[src/rtl/fp_sqrt_pkg.sv]
// Shared types and constants for the FP_SQRT sequencer and its special-operand classifier.
package fp_sqrt_pkg;

  typedef enum logic [1:0] {
    IDLE  = 2'd0,
    START = 2'd1,
    WAIT  = 2'd2,
    HOLD  = 2'd3
  } state_t;

  localparam int EXP_W = 8;
  localparam int MAN_W = 23;

  localparam logic [31:0] QNAN    = 32'h7FC00000;
  localparam logic [31:0] POS_INF = 32'h7F800000;

  function automatic int max_int(input int a, input int b);
    return (a > b) ? a : b;
  endfunction

endpackage

[src/rtl/fp_sqrt_sequencer_if.sv]
// Operand and result valid/ready streams of the FP_SQRT sequencer.
interface fp_sqrt_sequencer_if #(
  parameter int DATAWIDTH = 32
);
  logic                 in_valid;
  logic                 in_ready;
  logic [DATAWIDTH-1:0] in_data;
  logic                 out_valid;
  logic                 out_ready;
  logic [DATAWIDTH-1:0] out_data;

  modport slave (
    input  in_valid, in_data, out_ready,
    output in_ready, out_valid, out_data
  );

  modport master (
    output in_valid, in_data, out_ready,
    input  in_ready, out_valid, out_data
  );
endinterface

[src/rtl/fp_special_detect.sv]
// Combinational IEEE-754 single classifier for operands whose square root needs no core.
// Only built when SQRT_SPECIAL_BYPASS_EN is defined, the only configuration that uses it.
`ifdef SQRT_SPECIAL_BYPASS_EN
module fp_special_detect
  import fp_sqrt_pkg::*;
(
  input  logic [31:0] operand,
  output logic        is_special,
  output logic [31:0] special_result
);

  logic             sign;
  logic [EXP_W-1:0] exp_f;
  logic [MAN_W-1:0] man_f;
  logic             is_zero;
  logic             is_nan;
  logic             is_inf;

  assign {sign, exp_f, man_f} = operand;
  assign is_zero = (exp_f == '0) && (man_f == '0);
  assign is_nan  = (exp_f == '1) && (man_f != '0);
  assign is_inf  = (exp_f == '1) && (man_f == '0);

  // Signed zero must come before the negative test so -0 keeps its sign.
  always_comb begin
    is_special     = 1'b1;
    special_result = '0;
    if (is_zero) begin
      special_result = operand;
    end else if (is_nan || sign) begin
      special_result = QNAN;
    end else if (is_inf) begin
      special_result = POS_INF;
    end else begin
      is_special = 1'b0;
    end
  end

endmodule
`endif

[src/rtl/fp_sqrt_sequencer.sv]
// Control stage that drives the FP_SQRT core start/latency timing between two valid/ready streams.
// Define SQRT_SPECIAL_BYPASS_EN to resolve NaN/negative/zero/+Inf operands without starting the core.
module fp_sqrt_sequencer
  import fp_sqrt_pkg::*;
#(
  parameter int DATAWIDTH    = 32,
  parameter int START_CYCLES = 3,
  parameter int LATENCY      = 50
) (
  input  logic                 clk,
  input  logic                 rst,
  fp_sqrt_sequencer_if.slave   bus,
  output logic                 core_start,
  output logic [DATAWIDTH-1:0] core_data_i,
  input  logic [DATAWIDTH-1:0] core_data_o,
  output logic                 busy
);

  localparam int CNT_W = $clog2(max_int(START_CYCLES, LATENCY) + 1);
  localparam logic [CNT_W-1:0] START_LAST = CNT_W'(START_CYCLES - 1);
  localparam logic [CNT_W-1:0] WAIT_LAST  = CNT_W'(LATENCY);

  state_t           state;
  logic [CNT_W-1:0] cnt;
  logic                 is_special;
  logic [DATAWIDTH-1:0] special_result;

`ifdef SQRT_SPECIAL_BYPASS_EN
  fp_special_detect u_special_detect (
    .operand        (bus.in_data),
    .is_special     (is_special),
    .special_result (special_result)
  );
`else
  assign is_special     = 1'b0;
  assign special_result = '0;
`endif

  assign bus.in_ready = (state == IDLE);
  assign busy         = (state != IDLE);

  // A bypassed operand enters HOLD with out_valid low; it rises on the following edge.
  always_ff @(posedge clk or posedge rst) begin
    if (rst) begin
      state         <= IDLE;
      cnt           <= '0;
      core_start    <= 1'b0;
      core_data_i   <= '0;
      bus.out_valid <= 1'b0;
      bus.out_data  <= '0;
    end else begin
      case (state)
        IDLE: begin
          if (bus.in_valid) begin
            cnt <= '0;
            if (is_special) begin
              bus.out_data <= special_result;
              state        <= HOLD;
            end else begin
              core_data_i <= bus.in_data;
              core_start  <= 1'b1;
              state       <= START;
            end
          end
        end
        START: begin
          if (cnt == START_LAST) begin
            core_start <= 1'b0;
            cnt        <= '0;
            state      <= WAIT;
          end else begin
            cnt <= cnt + 1'b1;
          end
        end
        WAIT: begin
          if (cnt == WAIT_LAST) begin
            bus.out_data  <= core_data_o;
            bus.out_valid <= 1'b1;
            cnt           <= '0;
            state         <= HOLD;
          end else begin
            cnt <= cnt + 1'b1;
          end
        end
        HOLD: begin
          if (!bus.out_valid) begin
            bus.out_valid <= 1'b1;
          end else if (bus.out_ready) begin
            bus.out_valid <= 1'b0;
            state         <= IDLE;
          end
        end
        default: state <= IDLE;
      endcase
    end
  end

endmodule

[src/flat_wrapper.sv]
// flat-port wrapper written by rule: the top's interface ports become plain ports
module fp_sqrt_sequencer_flat import fp_sqrt_pkg::*;
#(
  parameter int DATAWIDTH    = 32,
  parameter int START_CYCLES = 3,
  parameter int LATENCY      = 50
)
  (clk, rst, core_start, core_data_i, core_data_o, busy, bus_in_valid, bus_in_data, bus_out_ready, bus_in_ready, bus_out_valid, bus_out_data);
  fp_sqrt_sequencer_if #(.DATAWIDTH(DATAWIDTH)) bus_i ();
  input  logic clk;
  input  logic rst;
  output logic core_start;
  output logic [DATAWIDTH-1:0] core_data_i;
  input  logic [DATAWIDTH-1:0] core_data_o;
  output logic busy;
  input wire logic [$bits(bus_i.in_valid)-1:0] bus_in_valid;
  input wire logic [$bits(bus_i.in_data)-1:0] bus_in_data;
  input wire logic [$bits(bus_i.out_ready)-1:0] bus_out_ready;
  output wire logic [$bits(bus_i.in_ready)-1:0] bus_in_ready;
  output wire logic [$bits(bus_i.out_valid)-1:0] bus_out_valid;
  output wire logic [$bits(bus_i.out_data)-1:0] bus_out_data;
  assign bus_i.in_valid = bus_in_valid;
  assign bus_i.in_data = bus_in_data;
  assign bus_i.out_ready = bus_out_ready;
  assign bus_in_ready = bus_i.in_ready;
  assign bus_out_valid = bus_i.out_valid;
  assign bus_out_data = bus_i.out_data;
  fp_sqrt_sequencer #(.DATAWIDTH(DATAWIDTH), .START_CYCLES(START_CYCLES), .LATENCY(LATENCY)) u_core (.clk(clk), .rst(rst), .bus(bus_i), .core_start(core_start), .core_data_i(core_data_i), .core_data_o(core_data_o), .busy(busy));
endmodule
[config.mk]
export PLATFORM = sky130hd
export DESIGN_NAME = fp_sqrt_sequencer_flat
export DESIGN_NICKNAME = d
export VERILOG_FILES = /design/src/rtl/fp_sqrt_pkg.sv /design/src/rtl/fp_sqrt_sequencer_if.sv /design/src/rtl/fp_special_detect.sv /design/src/rtl/fp_sqrt_sequencer.sv /design/src/flat_wrapper.sv
export SDC_FILE = /design/constraint.sdc
export NUM_CORES = 1
export LEC_CHECK = 0
export ABC_AREA = 1
export CAP_MARGIN = 20
export CORE_MARGIN = 3
export CORE_UTILIZATION = 42
export CTS_CLUSTER_SIZE = 24
export DETAILED_ROUTE_END_ITERATION = 8
export GPL_ROUTABILITY_DRIVEN = 0
export PLACE_DENSITY = 0.79
export SETUP_SLACK_MARGIN = 0.1
export SLEW_MARGIN = 20
export SYNTH_ARGS = -nofsm -noshare
export SYNTH_HDL_FRONTEND = slang
export SYNTH_SLANG_ARGS = --single-unit
export TNS_END_PERCENT = 20
[constraint.sdc]
create_clock -name clk -period 2.8 [get_ports clk]
set_input_delay 0.56 -clock clk [delete_from_list [all_inputs] [get_ports clk]]
set_output_delay 0.56 -clock clk [all_outputs]
set_load 0.02 [all_outputs]
==> flow_summary_export.csv, run 1 <==
group,metric,value,unit
floorplanning,die_y,93.40,µm
synth,synthMuxAreaShare,0,%
final_layout,layout-area-overhead-vs-synth,50.98,%
global_routing,antenna_found_initial,0,
synth,syn_area,3208,µm²
synth,async_flop_share,100.0,%
worst_setup_path,crit_fanout,5,
cts,cts_resized,0,
synth,yosysSeqAreaShare,57.72,%
synth,yosys_warnings,0,
synth,ys_types,21,
synth,synth.most_common_cell,"nand2_1",
worst_setup_path,start_kind,"flip-flop",
cts,cts_hold_buf,0,
global_routing,grt_pass1_wl,13410,µm
floorplanning,boundaryPins,136,
worst_hold_path,hold_depth,2,
timing,max_freq,0.4226,GHz
worst_setup_path,cpPeakStageDelay,0.60,ns
power_and_ir_drop,vdd_drop_max,0.7762,mV
floorplanning,die_w,93.40,µm
route,routed_wirelength,8072,µm
route,routedWlPerCell,13.08,µm
cts,htreeDepth,3,
cts,numCtsBuffers,9,
global_routing,grt_use_total,19.19,%
worst_setup_path,cp-end-kind,"primary output",
timing,finalSetupViolCount,0,
worst_setup_path,crit_path_cell_trace,"inv_1 -> ha_1 -> inv_2 -> clkdlybuf4s50_1",
final_layout,antennaDiodeCount,0,
synth,synth_common_cells,"nand2_1, dfrtp_1, nand3_1",
run,maxCapViolations,0,
timing,skew,0.01250,ns
route,drc,0,
worst_hold_path,hold_class,"reg2reg",
cts,post_cts_buffers,0,
place,io_buffers,135,
synth,synth-xor-area-share,0,%
timing,fin_crit_sh,84.50,%
final_layout,fin_util,66.07,%
cts,cts_tree,"built",
floorplanning,start_util,43.76,%
power_and_ir_drop,comb_power_share,40.6,%
global_routing,grt_overflow_total,0,
power_and_ir_drop,clock_power_share,23.4,%
timing,period_minus_slack,2.366,ns
final_layout,multiInputGateArea,1187,µm²
worst_setup_path,crit_arrival,1.81,ns
route,dr.pass1.iters,4,
final_layout,regArea,1852,µm²
timing,slew_violations,0,
synth,netlist_top_cells_area,"dfrtp_1, nand2_1, ha_1",
final_layout,fill_cells,610,
power_and_ir_drop,power.switching,1.480,mW
route,vias,2852,
cts,insertion_delay,0.34,ns
synth,syn-instance-count,379,
power_and_ir_drop,powerDensity,853.7,nW/µm²
power_and_ir_drop,p_seq_share,36.0,%
synth,synth_seq_cells,74,
cts,path_clk_slew,0.07,ns
timing,fin_setup_tns,0,ns
final_layout,drive_above_1_share,5.405,%
route,via_per_inst,4.622,
worst_setup_path,required,2.24,ns
synth,syn-num-nets,455,
cts,clkSinkCount,74,
cts,cts-root-buf,"clkbuf_8",
floorplanning,core,7331,µm²
synth,synth_fa_ha_area_share,3.120,%
timing,max_slew.worst_pin.slew,0.6423,ns
global_routing,grt_max_degree,52,
global_routing,grt_pass1_vias,2882,
worst_setup_path,worstSetupPathType,"reg2out",
worst_setup_path,r2r_slack,0.79,ns
route,drt-initial-drc-count,124,
place,dp_hpwl,5763,µm
power_and_ir_drop,leakage,2.342,nW
synth,synth-main-ff-cell,"dfrtp_1",
synth,synth_compound_area_share,1.638,%
timing,slew_headroom,57.02,%
synth,synth.avg_cell_area,8.465,µm²
power_and_ir_drop,switching_share,35.79,%
synth,yosys.area_share.simple,32.25,%
synth,synth_top_family_by_area,"simple AND/OR/NAND/NOR gates",
synth,yosys.area.top_type,"dfrtp_1",
synth,synth_edf_count,0,
power_and_ir_drop,internal_power,2.655,mW
cts,clockBufferDepth,2,
floorplanning,dieArea,8723,µm²
outcome,outcome,"finished clean",
timing,hold_viol,0,
final_layout,nNetsFinal,590,
worst_setup_path,r2r.worst_path.cells,7,
route,ant_nets,0,
floorplanning,row_count,31,
worst_setup_path,slowest_stage,"clkdlybuf4s50_1",
synth,synth_top_area_share,57.72,%
timing,grt_setup_unrepaired,"no",
-- path summary, 6_finish.rpt --
check                                        start                      end
setup / recovery                   u_core.state[0]                     busy
setup reg to reg                   u_core.state[0]   u_core.bus.out_data[2]
hold reg to reg            u_core.bus.out_data[14]  u_core.bus.out_data[14]
hold / removal             u_core.bus.out_data[14]  u_core.bus.out_data[14]
min in group asynchronous                      rst  u_core.bus.out_data[30]
max in group asynchronous                      rst  u_core.bus.out_data[25]
-- registers in the layout, indices dropped and copies added (netlist names) --
| register | count |
|---|---|
| u_core.bus.out_valid | 1 |
| u_core.cnt | 6 |
| u_core.core_start | 1 |
| u_core.bus.out_data | 32 |
| u_core.state | 2 |
| u_core.core_data_i | 32 |
-- layout make-up --
cell class	count	area share, %
sequential	74	38.23
timing repair buffer	137	28.47
multi-input combinational	274	24.52
clock buffer	10	2.635
tap	99	2.557
clock inverter	5	2.144
inverter	18	1.447
-- per-layer routing --
metal | global-route usage (%) | vias to the layer above | part of all wire, %
met5 | 0 | - | 0
met4 | 8.425 | 0 | 2.0
met3 | 3.942 | 14 | 6.6
met2 | 32.76 | 90 | 51
met1 | 23.40 | 1329 | 41
li1 | - | 1419 | -
-- critical path, delay by kind of cell, from the launching register on --
| kind | cells | cell delay (ns) |
|---|---|---|
| fa+ha+maj | 1 | 0.27 |
| flops | 1 | 0.42 |
| buf+inv | 3 | 0.78 |
-- logic make-up (layout without fill, tap and decap cells) --
kind of cell / after synthesis / in the layout
AND/OR/NAND/NOR: 257 / 257
flip-flops: 74 / 74
buffers and inverters: 31 / 170
AO/OA/AOI/OAI: 9 / 9
adder cells (fa/ha/maj): 8 / 8
-- through the flow --
stage	instances	setup WS (ns)	cell area (µm²)	hold WS [ns]	power (mW)
2_1_floorplan	379	0.3584	3208	0.4987	2.424
3_3_place_gp	602	0.7722	4612	0.4525	3.149
3_5_place_dp	602	0.7099	4612	0.4574	3.193
4_1_cts	617	0.4172	4843	0.4752	4.177
5_1_grt	617	0.2873	4843	0.4918	4.404
6_report	617	0.4339	4843	0.4711	4.135
-- cells in the final DEF (no fill, tap or decap), drive strengths merged --
cell	n
nand2	230
clkdlybuf4s50	135
dfrtp	74
inv	18
nand3	17
clkbuf	10
ha	8
nor2	7
a21oi	6
bufinv	3
nand4	2
clkinv	2
buf	2
a21boi	1
or2	1
o21bai	1
o31ai	1
-- power groups by stage --
stage	sequential (mW)	combinational [mW]	clock, mW
finish	1.49	1.68	0.968
global route	1.53	1.84	1.04
CTS	1.49	1.70	0.993
detailed placement	1.50	1.69	0
global placement	1.49	1.66	0
floorplan	1.78	0.646	0
(Power assumes the default switching activity.)
==> run 2: changes to the inputs <==
--- a/config.mk
+++ b/config.mk
@@ -8,11 +8,11 @@
 export ABC_AREA = 1
 export CAP_MARGIN = 20
 export CORE_MARGIN = 3
-export CORE_UTILIZATION = 42
+export CORE_UTILIZATION = 38
 export CTS_CLUSTER_SIZE = 24
 export DETAILED_ROUTE_END_ITERATION = 8
 export GPL_ROUTABILITY_DRIVEN = 0
-export PLACE_DENSITY = 0.79
+export PLACE_DENSITY = 0.76
 export SETUP_SLACK_MARGIN = 0.1
 export SLEW_MARGIN = 20
 export SYNTH_ARGS = -nofsm -noshare
==> constraint.sdc (replaced) <==
create_clock -name clk -period 2.05 [get_ports clk]
set_input_delay 0.41 -clock clk [delete_from_list [all_inputs] [get_ports clk]]
set_output_delay 0.41 -clock clk [all_outputs]
set_load 0.02 [all_outputs]
==> run 2 against run 1 <==
Net effect: hold slack got worse by 0.042 ns; count of clock-buffer cells in the layout is the same; final area grew 1.3%; final cell count up 1.3%; non-clock buffer count rose by 5; flip-flop and latch count stayed put; sequential share of layout area fell by 0.48 points; register-to-register slack lost 0.51 ns; critical path type unchanged; largest power group unchanged.
==> flow_summary_export.csv, run 2 (synthesis results as in run 1) <==
group,metric,value,unit
outcome,outcome,"finished clean",
timing,slew_headroom,65.38,%
power_and_ir_drop,p_seq_share,35.8,%
worst_hold_path,hold_class,"in2async",
floorplanning,die_y,97.88,µm
floorplanning,dieArea,9580,µm²
timing,fin_ws,0.1849,ns
power_and_ir_drop,leakage,2.369,nW
final_layout,nNetsFinal,595,
place,io_buffers,135,
worst_setup_path,start_kind,"flip-flop",
worst_setup_path,required,1.64,ns
cts,clockBufferDepth,2,
global_routing,antenna_found_initial,0,
timing,slew_violations,0,
route,routed_wirelength,8281,µm
place,dp_hpwl,6131,µm
floorplanning,die_w,97.88,µm
cts,numCtsBuffers,9,
global_routing,grt_use_total,17.71,%
final_layout,layout-area-overhead-vs-synth,52.89,%
final_layout,top_regs,"u_core.bus.out_data: 32 flops, u_core.core_data_i: 32 flops, u_core.cnt: 6 flops",
cts,cts_tree,"built",
timing,hold_viol,0,
final_layout,mostFrequentLayoutCell,"nand2_1",
floorplanning,start_util,40.26,%
power_and_ir_drop,clock_power_share,23.2,%
route,ant_nets,0,
worst_setup_path,crit_arrival,1.46,ns
worst_setup_path,cp-end-kind,"primary output",
timing,worst_hold_slack,0.4294,ns
final_layout,fill_cells,682,
route,vias,2831,
route,routedWlPerCell,13.25,µm
cts,cts_hold_buf,0,
global_routing,grt_pass1_vias,2893,
global_routing,top_usage_layer,"met2",
cts,htreeDepth,3,
timing,grt_setup_unrepaired,"yes",
global_routing,grt_overflow_total,0,
route,dr.pass1.iters,4,
timing,fin_setup_tns,0,ns
final_layout,drive_above_1_share,6.692,%
cts,cts-root-buf,"clkbuf_8",
timing,skew,0.01119,ns
power_and_ir_drop,switching_share,35.88,%
global_routing,gr-usage-met3,4.214,%
route,drc,0,
final_layout,final_cell_mix,"nand2_1, clkdlybuf4s50_1, dfrtp_1",
power_and_ir_drop,comb_power_share,41.0,%
timing,period_minus_slack,1.865,ns
global_routing,grt_max_degree,34,
timing,max_slew.worst_pin.slew,0.5186,ns
power_and_ir_drop,internal_power,3.648,mW
route,drt-initial-drc-count,74,
floorplanning,core,7968,µm²
global_routing,grt_util_met2,29.58,%
place,dp_slack,0.08180,ns
floorplanning,boundaryPins,136,
global_routing,grt_pass1_wl,13770,µm
worst_setup_path,worstSetupPathType,"reg2out",
power_and_ir_drop,power.switching,2.041,mW
cts,insertion_delay,0.34,ns
final_layout,antennaDiodeCount,0,
global_routing,met1_usage,22.42,%
timing,finalSetupViolCount,0,
cts,clkSinkCount,74,
run,maxCapViolations,0,
power_and_ir_drop,powerDensity,1160,nW/µm²
timing,max_freq,0.5362,GHz
floorplanning,row_count,32,
timing,fin_crit_sh,90.98,%
route,via_per_inst,4.530,
power_and_ir_drop,vdd_drop_max,0.8695,mV
worst_setup_path,crit_fanout,5,
cts,path_clk_slew,0.08,ns
==> run 2: power by group through the flow <==
stage | Clock [mW] | Sequential (mW) | Combinational, mW
floorplan | 0 | 2.43 | 0.883
global placement | 0 | 2.05 | 2.27
detailed placement | 0 | 2.06 | 2.31
CTS | 1.36 | 2.04 | 2.30
global route | 1.43 | 2.08 | 2.55
finish | 1.32 | 2.03 | 2.34
==> run 2: routing by layer <==
layer / up-vias / routed length, µm / share of wire, %
li1: 1428 / - / -
met1: 1303 / 3549 / 43
met2: 87 / 4117 / 50
met3: 13 / 459 / 5.5
met4: 0 / 154 / 1.9
met5: - / 0 / 0
==> run 2: cell type report <==
| class | count | area [µm²] | area share [%] |
|---|---|---|---|
| Clock buffer | 10 | 127.6 | 2.602 |
| Clock inverter | 5 | 103.9 | 2.117 |
| Timing Repair Buffer | 142 | 1428 | 29.11 |
| Tap cell | 102 | 127.6 | 2.602 |
| Multi-Input combinational cell | 274 | 1192 | 24.31 |
| Sequential cell | 74 | 1852 | 37.76 |
| Inverter | 18 | 73.82 | 1.505 |
==> run 2: what timing repair did <==
item                                    4_1_cts  5_1_grt
pin swaps                                     0        0
endpoints found under the setup margin        2       27
buffers inserted                              0        2
gates resized for setup                       2        3
==> run 2: worst max-delay path, stage by stage (launching register included) <==
cell,delay [ns]
dfrtp_1,0.41
inv_1,0.12
ha_2,0.24
dlygate4sd2_1,0.35
==> run 2: worst paths after layout <==
path | from | end | slack [ns] | depth (start not counted)
max | u_core.state[0] | bus_in_ready | 0.18 | 3
min | rst | u_core.cnt[0] | 0.43 | 2
max reg2reg | u_core.state[0] | u_core.bus.out_data[13] | 0.28 | 7
min reg2reg | u_core.bus.out_data[0] | u_core.bus.out_data[0] | 0.47 | 2
max in group asynchronous | rst | u_core.core_data_i[17] | 1.08 | 3
min in group clk | u_core.bus.out_data[0] | u_core.bus.out_data[0] | 0.47 | 2
==> run 2: through the flow <==
step	cell area, µm²	power, mW	utilization (%)	instances
after floorplan	3212	3.312	-	379
after global placement	4654	4.319	58.42	608
after detailed placement	4654	4.369	58.42	608
after CTS	4883	5.707	61.29	623
after global routing	4905	6.061	61.56	625
final	4905	5.690	61.56	625
